[config.mk]
export PLATFORM = sky130hd
export DESIGN_NAME = wirein_led_ctrl_flat
export DESIGN_NICKNAME = d
export VERILOG_FILES = /design/src/rtl/wirein_led_ctrl_pkg.sv /design/src/rtl/wirein_led_ctrl_if.sv /design/src/rtl/wirein_led_ctrl_prescaler.sv /design/src/rtl/wirein_led_ctrl.sv /design/src/flat_wrapper.sv
export SDC_FILE = /design/constraint.sdc
export NUM_CORES = 1
export LEC_CHECK = 0
export CELL_PAD_IN_SITES_DETAIL_PLACEMENT = 1
export CELL_PAD_IN_SITES_GLOBAL_PLACEMENT = 2
export CORE_UTILIZATION = 33
export DETAILED_ROUTE_END_ITERATION = 10
export PLACE_DENSITY_LB_ADDON = 0.15
export SETUP_SLACK_MARGIN = 0.4
export SLEW_MARGIN = 20
export SYNTH_ARGS = -nofsm -noshare
export SYNTH_HDL_FRONTEND = slang
export SYNTH_SLANG_ARGS = --single-unit
[constraint.sdc]
create_clock -name ti_clk -period 3.6 [get_ports ti_clk]
set_input_delay 0.36 -clock ti_clk [delete_from_list [all_inputs] [get_ports ti_clk]]
set_output_delay 0.36 -clock ti_clk [all_outputs]
set_load 0.02 [all_outputs]
[src/rtl/wirein_led_ctrl_pkg.sv]
// Shared constants for the WireIn-driven LED controller: mode encodings and
// status-word bit positions.
package wirein_led_pkg;

    localparam logic [2:0] MODE_STATIC = 3'd0;
    localparam logic [2:0] MODE_BLINK  = 3'd1;
    localparam logic [2:0] MODE_CHASE  = 3'd2;
    localparam logic [2:0] MODE_PWM    = 3'd3;

    localparam int ST_ERR      = 15;
    localparam int ST_PHASE    = 14;
    localparam int ST_MODE_MSB = 13;
    localparam int ST_MODE_LSB = 11;

    // Modes 4..7 are reserved; all valid modes have bit 2 clear.
    function automatic logic mode_reserved(input logic [2:0] mode);
        return mode[2];
    endfunction

endpackage

[src/rtl/wirein_led_ctrl_if.sv]
// Host-side WireIn/TriggerIn bundle feeding the LED controller.
interface wirein_led_ctrl_if;

    logic [15:0] ep_ctrl;
    logic [15:0] ep_pattern;
    logic [15:0] ep_rate_lo;
    logic [15:0] ep_rate_hi;
    logic        update;

    modport master (output ep_ctrl, ep_pattern, ep_rate_lo, ep_rate_hi, update);
    modport slave  (input  ep_ctrl, ep_pattern, ep_rate_lo, ep_rate_hi, update);

endinterface

[src/rtl/wirein_led_ctrl_prescaler.sv]
// Rate prescaler: counts 0..rate and pulses tick on the terminal count,
// giving a tick period of rate+1 cycles; clear restarts the count at 0.
module led_prescaler #(
    parameter int RATE_BITS = 24
) (
    input  logic                 ti_clk,
    input  logic                 rst,
    input  logic                 clear,
    input  logic [RATE_BITS-1:0] rate,
    output logic                 tick
);

    logic [RATE_BITS-1:0] cnt_q;
    logic [RATE_BITS-1:0] cnt_d;

    assign tick = (cnt_q == rate);

    always_comb begin
        cnt_d = cnt_q + RATE_BITS'(1);
        if (clear || tick) begin
            cnt_d = '0;
        end
    end

    always_ff @(posedge ti_clk or posedge rst) begin
        if (rst) begin
            cnt_q <= '0;
        end else begin
            cnt_q <= cnt_d;
        end
    end

endmodule

[src/rtl/wirein_led_ctrl.sv]
// LED controller: host WireIn words are committed atomically on a TriggerIn
// pulse and drive NUM_LEDS outputs in static, blink, chase or PWM mode.
module wirein_led_ctrl
    import wirein_led_pkg::*;
#(
    parameter int NUM_LEDS       = 8,
    parameter int RATE_BITS      = 24,
    parameter int PWM_BITS       = 8,
    parameter int LED_ACTIVE_LOW = 1
) (
    input  logic                ti_clk,
    input  logic                rst,
    wirein_led_ctrl_if.slave    host,
    output logic [NUM_LEDS-1:0] led,
    output logic [15:0]         status
);

    localparam logic [NUM_LEDS-1:0] LED_OFF =
        (LED_ACTIVE_LOW != 0) ? {NUM_LEDS{1'b1}} : {NUM_LEDS{1'b0}};

    logic [2:0]           mode_q,     mode_d;
    logic [NUM_LEDS-1:0]  pattern_q,  pattern_d;
    logic [RATE_BITS-1:0] rate_q,     rate_d;
    logic [PWM_BITS-1:0]  duty_q,     duty_d;
    logic                 phase_q,    phase_d;
    logic [NUM_LEDS-1:0]  chase_q,    chase_d;
    logic [PWM_BITS-1:0]  pwm_cnt_q,  pwm_cnt_d;
    logic [7:0]           tick_cnt_q, tick_cnt_d;
    logic                 err_q,      err_d;
    logic [NUM_LEDS-1:0]  led_q,      led_d;
    logic [15:0]          status_q,   status_d;

    logic                 tick;
    logic [NUM_LEDS-1:0]  led_state;
    logic [31:0]          rate_word;
    logic                 unused_bits;

    assign rate_word   = {host.ep_rate_hi, host.ep_rate_lo};
    assign unused_bits = ^{host.ep_ctrl, host.ep_pattern, rate_word};

    led_prescaler #(.RATE_BITS(RATE_BITS)) u_prescaler (
        .ti_clk (ti_clk),
        .rst    (rst),
        .clear  (host.update),
        .rate   (rate_q),
        .tick   (tick)
    );

    // A commit takes priority over a coincident tick, so the reload is never rotated.
    always_comb begin
        mode_d     = mode_q;
        pattern_d  = pattern_q;
        rate_d     = rate_q;
        duty_d     = duty_q;
        phase_d    = phase_q;
        chase_d    = chase_q;
        tick_cnt_d = tick_cnt_q;
        err_d      = err_q;
        pwm_cnt_d  = pwm_cnt_q + PWM_BITS'(1);
        if (host.update) begin
            mode_d     = host.ep_ctrl[2:0];
            pattern_d  = host.ep_pattern[NUM_LEDS-1:0];
            rate_d     = rate_word[RATE_BITS-1:0];
            duty_d     = host.ep_ctrl[8 +: PWM_BITS];
            phase_d    = 1'b0;
            chase_d    = host.ep_pattern[NUM_LEDS-1:0];
            tick_cnt_d = '0;
            err_d      = mode_reserved(host.ep_ctrl[2:0]);
        end else if (tick) begin
            phase_d    = ~phase_q;
            chase_d    = (chase_q << 1) | (chase_q >> (NUM_LEDS - 1));
            tick_cnt_d = tick_cnt_q + 8'd1;
        end
    end

    always_comb begin
        case (mode_q)
            MODE_STATIC: led_state = pattern_q;
            MODE_BLINK:  led_state = phase_q ? pattern_q : '0;
            MODE_CHASE:  led_state = chase_q;
            MODE_PWM:    led_state = (pwm_cnt_q < duty_q) ? pattern_q : '0;
            default:     led_state = '0;
        endcase
        led_d = (LED_ACTIVE_LOW != 0) ? ~led_state : led_state;

        status_d                          = '0;
        status_d[ST_ERR]                  = err_q;
        status_d[ST_PHASE]                = phase_q;
        status_d[ST_MODE_MSB:ST_MODE_LSB] = mode_q;
        status_d[7:0]                     = tick_cnt_q;
    end

    always_ff @(posedge ti_clk or posedge rst) begin
        if (rst) begin
            mode_q     <= MODE_STATIC;
            pattern_q  <= '0;
            rate_q     <= '0;
            duty_q     <= '0;
            phase_q    <= 1'b0;
            chase_q    <= '0;
            pwm_cnt_q  <= '0;
            tick_cnt_q <= '0;
            err_q      <= 1'b0;
            led_q      <= LED_OFF;
            status_q   <= '0;
        end else begin
            mode_q     <= mode_d;
            pattern_q  <= pattern_d;
            rate_q     <= rate_d;
            duty_q     <= duty_d;
            phase_q    <= phase_d;
            chase_q    <= chase_d;
            pwm_cnt_q  <= pwm_cnt_d;
            tick_cnt_q <= tick_cnt_d;
            err_q      <= err_d;
            led_q      <= led_d;
            status_q   <= status_d;
        end
    end

    assign led    = led_q;
    assign status = status_q;

endmodule
[src/flat_wrapper.sv]
// flat-port wrapper written by rule: the top's interface ports become plain ports
module wirein_led_ctrl_flat import wirein_led_pkg::*;
#(
    parameter int NUM_LEDS       = 8,
    parameter int RATE_BITS      = 24,
    parameter int PWM_BITS       = 8,
    parameter int LED_ACTIVE_LOW = 1
)
  (ti_clk, rst, led, status, host_ep_ctrl, host_ep_pattern, host_ep_rate_lo, host_ep_rate_hi, host_update);
  wirein_led_ctrl_if host_i ();
  input  logic ti_clk;
  input  logic rst;
  output logic [NUM_LEDS-1:0] led;
  output logic [15:0] status;
  input wire logic [$bits(host_i.ep_ctrl)-1:0] host_ep_ctrl;
  input wire logic [$bits(host_i.ep_pattern)-1:0] host_ep_pattern;
  input wire logic [$bits(host_i.ep_rate_lo)-1:0] host_ep_rate_lo;
  input wire logic [$bits(host_i.ep_rate_hi)-1:0] host_ep_rate_hi;
  input wire logic [$bits(host_i.update)-1:0] host_update;
  assign host_i.ep_ctrl = host_ep_ctrl;
  assign host_i.ep_pattern = host_ep_pattern;
  assign host_i.ep_rate_lo = host_ep_rate_lo;
  assign host_i.ep_rate_hi = host_ep_rate_hi;
  assign host_i.update = host_update;
  wirein_led_ctrl #(.NUM_LEDS(NUM_LEDS), .RATE_BITS(RATE_BITS), .PWM_BITS(PWM_BITS), .LED_ACTIVE_LOW(LED_ACTIVE_LOW)) u_core (.ti_clk(ti_clk), .rst(rst), .host(host_i), .led(led), .status(status));
endmodule
==> qor.txt, run 1 <==
Starting density of the core -> 33.96%
Fraction of synthesized cell area taken by the top area cell type -> 52.33%
Final hold vios -> 0
CP Launch Type -> flop
Total of endpoints with negative setup slack in the final report -> 0
Level count of the clock H-tree -> 3
Area of the placeable core -> 14,640 µm²
Most frequent cell after synthesis -> dfrtp_1
Fmax -> 405.8 MHz
Filler instances -> 1,537
Post-Route Utilization -> 41.70%
Data required time of the critical path -> 3.84 ns
Clock latency of the later-clocked register in the worst-skew pair -> 0.36 ns
Resized cells post-CTS -> 0
Peak VDD IR -> 0.2106 mV
Signal arrival time at the worst endpoint -> 2.70 ns
Post-synthesis area per instance -> 11.65 µm²
Fraction of the cycle the final worst path needs -> 68.45%
Internal power contribution -> 2.025 mW
Post-Synthesis Cells -> 427
Maximum number of pins on one net before global-route repair -> 61
Startpoint-to-endpoint class of the critical path -> flop to flop
Number of antenna cells inserted -> 0
Number of storage elements in the synthesis netlist -> 112
Max-slew headroom -> 25.39%
Die extent in x -> 124.8 µm
Setup repair after global routing missed its margin -> false
Synthesized cell area -> 4974 µm²
Number of I/O port buffers -> 66
Final HPWL from detailed placement -> 7484 µm
Violations in the final reports -> DRC
Vias in the first global route -> 3,526
Count of final max-slew check failures -> 0
Number of remaining DRC errors -> 12
Worst-path fanout max -> 24
Sequential Area -> 2813 µm²
Drt first-iter violations -> 127
Total via count after detailed routing -> 3,412
Biggest area contributors in the synthesized netlist -> dfrtp_1 (52%), mux2_2 (8.2%), xor2_1 (6.7%), dfstp_2 (4.2%), nor2_1 (2.7%)
Num rows -> 44
Leakage power of the design -> 2.589 nW
Area of the multi-input gates -> 2019 µm²
GRT Resource Usage Total -> 15.28%
Area grow syn2layout -> 22.79%
Area of the die -> 15,570 µm²
Power, Total -> 2.667 mW
Count of boundary I/O pins -> 91
Status -> complete, but fails checks
Clk buf depth -> 2
TritonCTS clock tree -> yes
Synth async-reset ratio -> 100.0%
Final total negative setup slack -> 0 ns
Clock buffers created by TritonCTS -> 9
Critical path capture point type -> flop
Switching share of power -> 24.06%
Root Buffer -> clkbuf_16
Setup Skew -> 0.007989 ns
Clk sink count -> 112
DP Area -> 5816 µm²
Ratio of routed vias to standard cells -> 5.040
Global-route wire length before repair -> 18,500 µm
Detailed-router iteration count before antenna repair -> 9
Pwr/cell area -> 436.7 nW/µm²
Share of post-route cells with drive strength above 1 -> 14.60%
Final weighted congestion in routability-driven placement -> 0.7116
CTS clk-pin slew, worst paths -> 0.07 ns
Combinational Power Share -> 11.3%
Ranking of synthesized cells by instance count -> dfrtp_1 (104), xor2_1 (38), mux2_2 (36), nor2_1 (36), nand3_1 (26)
Clock period minus final worst setup slack -> 2.464 ns
Number of warnings printed during yosys synthesis -> 0
Die Y -> 124.8 µm
Mean routed wirelength per cell -> 16.22 µm
Count of different cell masters after synthesis -> 40
Hold-fix buffer count after cts -> 0
Net count of the finished layout -> 565
Post-synthesis sequential area ratio -> 56.55%
Final WL -> 10,980 µm
Initial antenna violation count -> 0
Kind of path behind the tightest hold check -> flop to flop
Net switching power figure -> 641.7 µW
Worst hold slack -> 0.4020 ns
Total of max-cap violations -> 0
Most used DFF post-synth -> dfrtp_1
DRT antenna net count -> 0
Transition time at the pin with the least slew margin -> 1.117 ns
Clock share of power -> 36.6%
Grt total ovfl -> 0
Post-CTS setup buffer count -> 0
Layout Cell Area excl Fill -> 6107 µm²
Flop pwr share -> 52.1%
Top cell type by total area after synthesis -> dfrtp_1
Number of synthesized flops with an enable pin -> 0
==> placed cells by master (no fill, tap or decap), drive strengths merged, types with 14 or more instances in the layout <==
cell type      count
a21oi             15
clkbuf            14
clkdlybuf4s50     65
dfrtp            104
mux2              37
nand2             14
nand3             26
nor2              36
o21ai             19
xnor2             14
xor2              38
==> metrics by stage <==
stage | std cells | setup WS, ns
after global routing | 677 | 0.9692
after detailed placement | 661 | 1.071
after CTS | 677 | 1.061
after global placement | 661 | 1.235
final | 677 | 1.136
after floorplan | 429 | 1.766
==> cell type report <==
type,count,area share [%]
inverters,13,0.8605
clock inverters,2,0.2049
clock buffers,14,4.487
flip-flops and latches,112,46.06
repair buffers,71,11.56
well taps,184,3.770
multi-input cells,281,33.07
==> critical path, stage by stage (launching register included) <==
cell	delay, ns
dfrtp_1	0.42
xor2_1	0.17
nor4_1	0.51
nand4_1	0.20
buf_4	0.27
nor4_1	0.41
mux2_1	0.36
==> registers in the layout (all words and copies together), names as in the netlist <==
signal,count
u_core.rate_q,24
u_core.u_prescaler.cnt_q,24
u_core.status,12
u_core.chase_q,8
u_core.duty_q,8
u_core.led,8
u_core.pattern_q,8
u_core.pwm_cnt_q,8
u_core.tick_cnt_q,8
u_core.mode_q,3
u_core.phase_q,1
==> cell families after synthesis <==
| group | synth area share, % |
|---|---|
| other | 0.07540 |
| XOR/XNOR | 9.157 |
| buffers and inverters | 3.094 |
| flip-flops | 56.55 |
| AO/OA/AOI/OAI | 7.925 |
| multiplexers | 8.377 |
| adder cells (fa/ha/maj) | 2.516 |
| AND/OR/NAND/NOR | 12.30 |
==> final timing paths <==
path	cells past startpoint	startpoint	end	slack [ns]
setup / recovery	6	u_core.u_prescaler.cnt_q[13]	u_core.tick_cnt_q[7]	1.14
hold / removal	0	u_core.phase_q	u_core.status[14]	0.40
setup reg to reg	6	u_core.u_prescaler.cnt_q[13]	u_core.tick_cnt_q[7]	1.14
hold reg to reg	0	u_core.phase_q	u_core.status[14]	0.40
max in group asynchronous	3	rst	u_core.led[7]	2.28
min in group asynchronous	2	rst	u_core.rate_q[23]	0.50
==> power groups by stage <==
| stage | clock network (mW) | logic, mW | registers (mW) |
|---|---|---|---|
| floorplan | 0 | 0.165 | 1.42 |
| global placement | 0 | 0.303 | 1.41 |
| detailed placement | 0 | 0.309 | 1.41 |
| CTS | 1.02 | 0.310 | 1.39 |
| global route | 1.06 | 0.335 | 1.40 |
| finish | 0.976 | 0.302 | 1.39 |
==> per-layer routing <==
layer  GRT usage (%)  vias to the layer above  share of wire (%)
met5               0                        -                  0
met4           4.793                        0                1.2
met3           4.296                       12                4.1
met2           25.81                       59                 50
met1           18.83                     1736                 45
li1                -                     1605                  -
Note: power is estimated with default switching activity, not from simulation.
==> run 2: changes to the inputs <==
clock period = 2.5 ns   (was 3.6 ns; I/O delays follow)
==> run 2 against run 1 <==
  * The run still ends with DRC left
  * Utilization rose by 0.74 points
  * Die area did not move
  * First-iteration DRC count rose by 0.79%
  * Routed wire length fell by 0.17%
  * Power rose by 42%
  * Clock-buffer cell count fell by 4
  * Final cell count rose by 1.6%
  * Critical path type unchanged
==> qor.txt, run 2 (synthesis gave the netlist of run 1 again) <==
Drt first-iter violations -> 128 (+0.79%)
Starting density of the core -> 33.96% (unchanged)
Signal arrival time at the worst endpoint -> 2.32 ns (-0.38 ns)
Area of the placeable core -> 14,640 µm² (unchanged)
DRT antenna net count -> 0 (unchanged)
Hold path startpoint -> u_core.tick_cnt_q[7]
Clk sink count -> 112 (unchanged)
Die Y -> 124.8 µm (unchanged)
Ratio of routed vias to standard cells -> 4.978 (-1.2%)
R2R depth -> 6 (unchanged)
Min-Delay Path Depth -> 0 (unchanged)
Setup repair after global routing missed its margin -> true
Peak VDD IR -> 0.4974 mV (+140%)
Share of post-route cells with drive strength above 1 -> 17.46% (+2.9 points)
Clock period minus final worst setup slack -> 2.076 ns (-0.3877 ns)
Cell-by-cell listing of the critical path -> xor2_1 -> nor4_2 -> nand4_1 -> buf_6 -> nor4_4 -> mux2_4
Root Buffer -> clkbuf_16
Global-route wire length before repair -> 18,600 µm (+0.52%)
Grt total ovfl -> 0 (unchanged)
Worst hold slack -> 0.4044 ns (+0.002455 ns)
Violations in the final reports -> DRC
Highest-count cells in the layout ignoring fill and taps -> dfrtp_1 (104), clkdlybuf4s50_1 (65), xor2_1 (38)
Setup Skew -> 0.009954 ns (+0.001965 ns)
Hold Path Sink -> u_core.status[7]
Kind of path behind the tightest hold check -> flop to flop
Clock latency of the later-clocked register in the worst-skew pair -> 0.36 ns (about the same)
Num rows -> 44 (unchanged)
Total of max-cap violations -> 0 (unchanged)
TritonCTS clock tree -> yes
CTS clk-pin slew, worst paths -> 0.07 ns (about the same)
Launch point of the critical path -> u_core.u_prescaler.cnt_q[7]
Worst-path fanout max -> 8 (-67%)
Maximum number of pins on one net before global-route repair -> 113 (+85%)
Initial antenna violation count -> 0 (unchanged)
Slack of the worst reg-to-reg path -> 0.42 ns (-0.71 ns)
Number of antenna cells inserted -> 0 (unchanged)
Startpoint of the lowest-slack register-to-register path -> u_core.u_prescaler.cnt_q[7]
Area of the die -> 15,570 µm² (unchanged)
Vias in the first global route -> 3,662 (+3.9%)
GRT Resource Usage Total -> 15.36% (+0.081 points)
Final WL -> 10,960 µm (-0.17%)
Hold-fix buffer count after cts -> 0 (unchanged)
Internal power contribution -> 2.848 mW (+41%)
Die extent in x -> 124.8 µm (unchanged)
Net count of the finished layout -> 576 (+1.9%)
Number of remaining DRC errors -> 13 (+1)
Power, Total -> 3.794 mW (+42%)
Number of I/O port buffers -> 66 (unchanged)
Detailed-router iteration count before antenna repair -> 9 (unchanged)
CP Launch Type -> flop
Data required time of the critical path -> 2.75 ns (-1.09 ns)
Most common library cell in the layout ignoring fill and taps -> dfrtp_1
Final hold vios -> 0 (unchanged)
Number of placed instances, taps included -> 664 (+0.45%)
Max-slew headroom -> 58.18% (+33 points)
Clock buffers created by TritonCTS -> 9 (unchanged)
Final total negative setup slack -> 0 ns (unchanged)
Count of final max-slew check failures -> 0 (unchanged)
Library cell contributing the largest single delay on the critical path -> dfrtp_1
Flop pwr share -> 52.7% (+0.6 points)
Pwr/cell area -> 610.4 nW/µm² (+40%)
Critical path capture point type -> flop
Status -> complete, but fails checks
Switching share of power -> 24.93% (+0.87 points)
Clk buf depth -> 2 (unchanged)
Fraction of the cycle the final worst path needs -> 83.05% (+15 points)
Final weighted congestion in routability-driven placement -> 0.7037 (-1.1%)
Total via count after detailed routing -> 3,425 (+0.38%)
Clock share of power -> 35.5% (-1.1 points)
Count of boundary I/O pins -> 91 (unchanged)
Net switching power figure -> 945.9 µW (+47%)
Combinational Power Share -> 11.8% (+0.5 points)
Area grow syn2layout -> 24.98%
Level count of the clock H-tree -> 3 (unchanged)
Startpoint-to-endpoint class of the critical path -> flop to flop
Largest stage delay on the critical path -> 0.44 ns (-0.07 ns)
Transition time at the pin with the least slew margin -> 0.6273 ns (-0.4894 ns)
Total of endpoints with negative setup slack in the final report -> 0 (unchanged)
Leakage power of the design -> 2.659 nW (+2.7%)
Final Instance Count excl. Fillers -> 688 (+1.6%)
Reg-to-reg critical path endpoint -> u_core.tick_cnt_q[7]
Fmax -> 481.6 MHz (+19%)
Mean routed wirelength per cell -> 15.93 µm (-1.8%)
Final HPWL from detailed placement -> 7284 µm (-2.7%)
[run 2: cell count changes in the layout (fill, tap and decap cells not counted), moves of 2 or more]
cell / before / now
buf_4: 4 / 12
buf_6: 0 / 2
clkbuf_8: 3 / 0
clkinv_4: 0 / 3
nor4_1: 2 / 0
[run 2: what timing repair did]
action / 4_1_cts / 5_1_grt
setup buffers: 5 / 2
resized for setup: 5 / 4
pin swaps: 2 / 1
endpoints found under the setup margin: 23 / 19
gates cloned: 1 / 0
[run 2: power by group through the flow]
stage | sequential, mW | combinational [mW] | clock [mW]
4_1_cts | 2.00 | 0.453 | 1.42
6_report | 2.00 | 0.447 | 1.35
3_3_place_gp | 2.03 | 0.440 | 0
5_1_grt | 2.02 | 0.494 | 1.48
3_5_place_dp | 2.04 | 0.448 | 0
2_1_floorplan | 2.05 | 0.237 | 0
[run 2: critical path: cells and delay by family (launching register included)]
kind / cells / cell delay, ns
xor gates and xnor gates: 1 / 0.17
DFF: 1 / 0.44
muxes: 1 / 0.33
and+or+nand+nor: 3 / 0.85
buffers and inverters: 1 / 0.18
[run 2: area by class of cell]
class,instances,area (µm²)
Fill cell,1568,8428
Timing Repair Buffer,82,793.3
Inverter,13,52.55
Multi-Input combinational cell,281,2053
Clock inverter,6,45.04
Tap cell,184,230.2
Clock buffer,10,229.0
Sequential cell,112,2813
[run 2: metrics by stage]
stage / worst slack [ns] / cell area (µm²) / utilization [%]
after floorplan: 0.6656 / 4985 / -
after global routing: 0.3654 / 6216 / 42.45
after detailed placement: 0.1812 / 5838 / 39.87
after CTS: 0.4170 / 6182 / 42.22
after global placement: 0.1915 / 5838 / 39.87
final: 0.4237 / 6216 / 42.45
[run 2: layer usage]
layer / up-vias / GRT usage, % / wire length, µm
li1: 1628 / - / -
met1: 1718 / 18.93 / 4893
met2: 64 / 25.58 / 5436
met3: 15 / 4.596 / 455
met4: 0 / 5.156 / 177
met5: - / 0 / 0
[run 2: worst max path at each step]
stage | to | slack, ns | depth (start not counted)
after floorplan | u_core.tick_cnt_q[2] | 0.67 | 6
after global placement | u_core.tick_cnt_q[7] | 0.19 | 6
after detailed placement | u_core.tick_cnt_q[7] | 0.18 | 6
after CTS | u_core.tick_cnt_q[7] | 0.42 | 6
after global routing | u_core.tick_cnt_q[6] | 0.37 | 7
final | u_core.tick_cnt_q[7] | 0.42 | 6
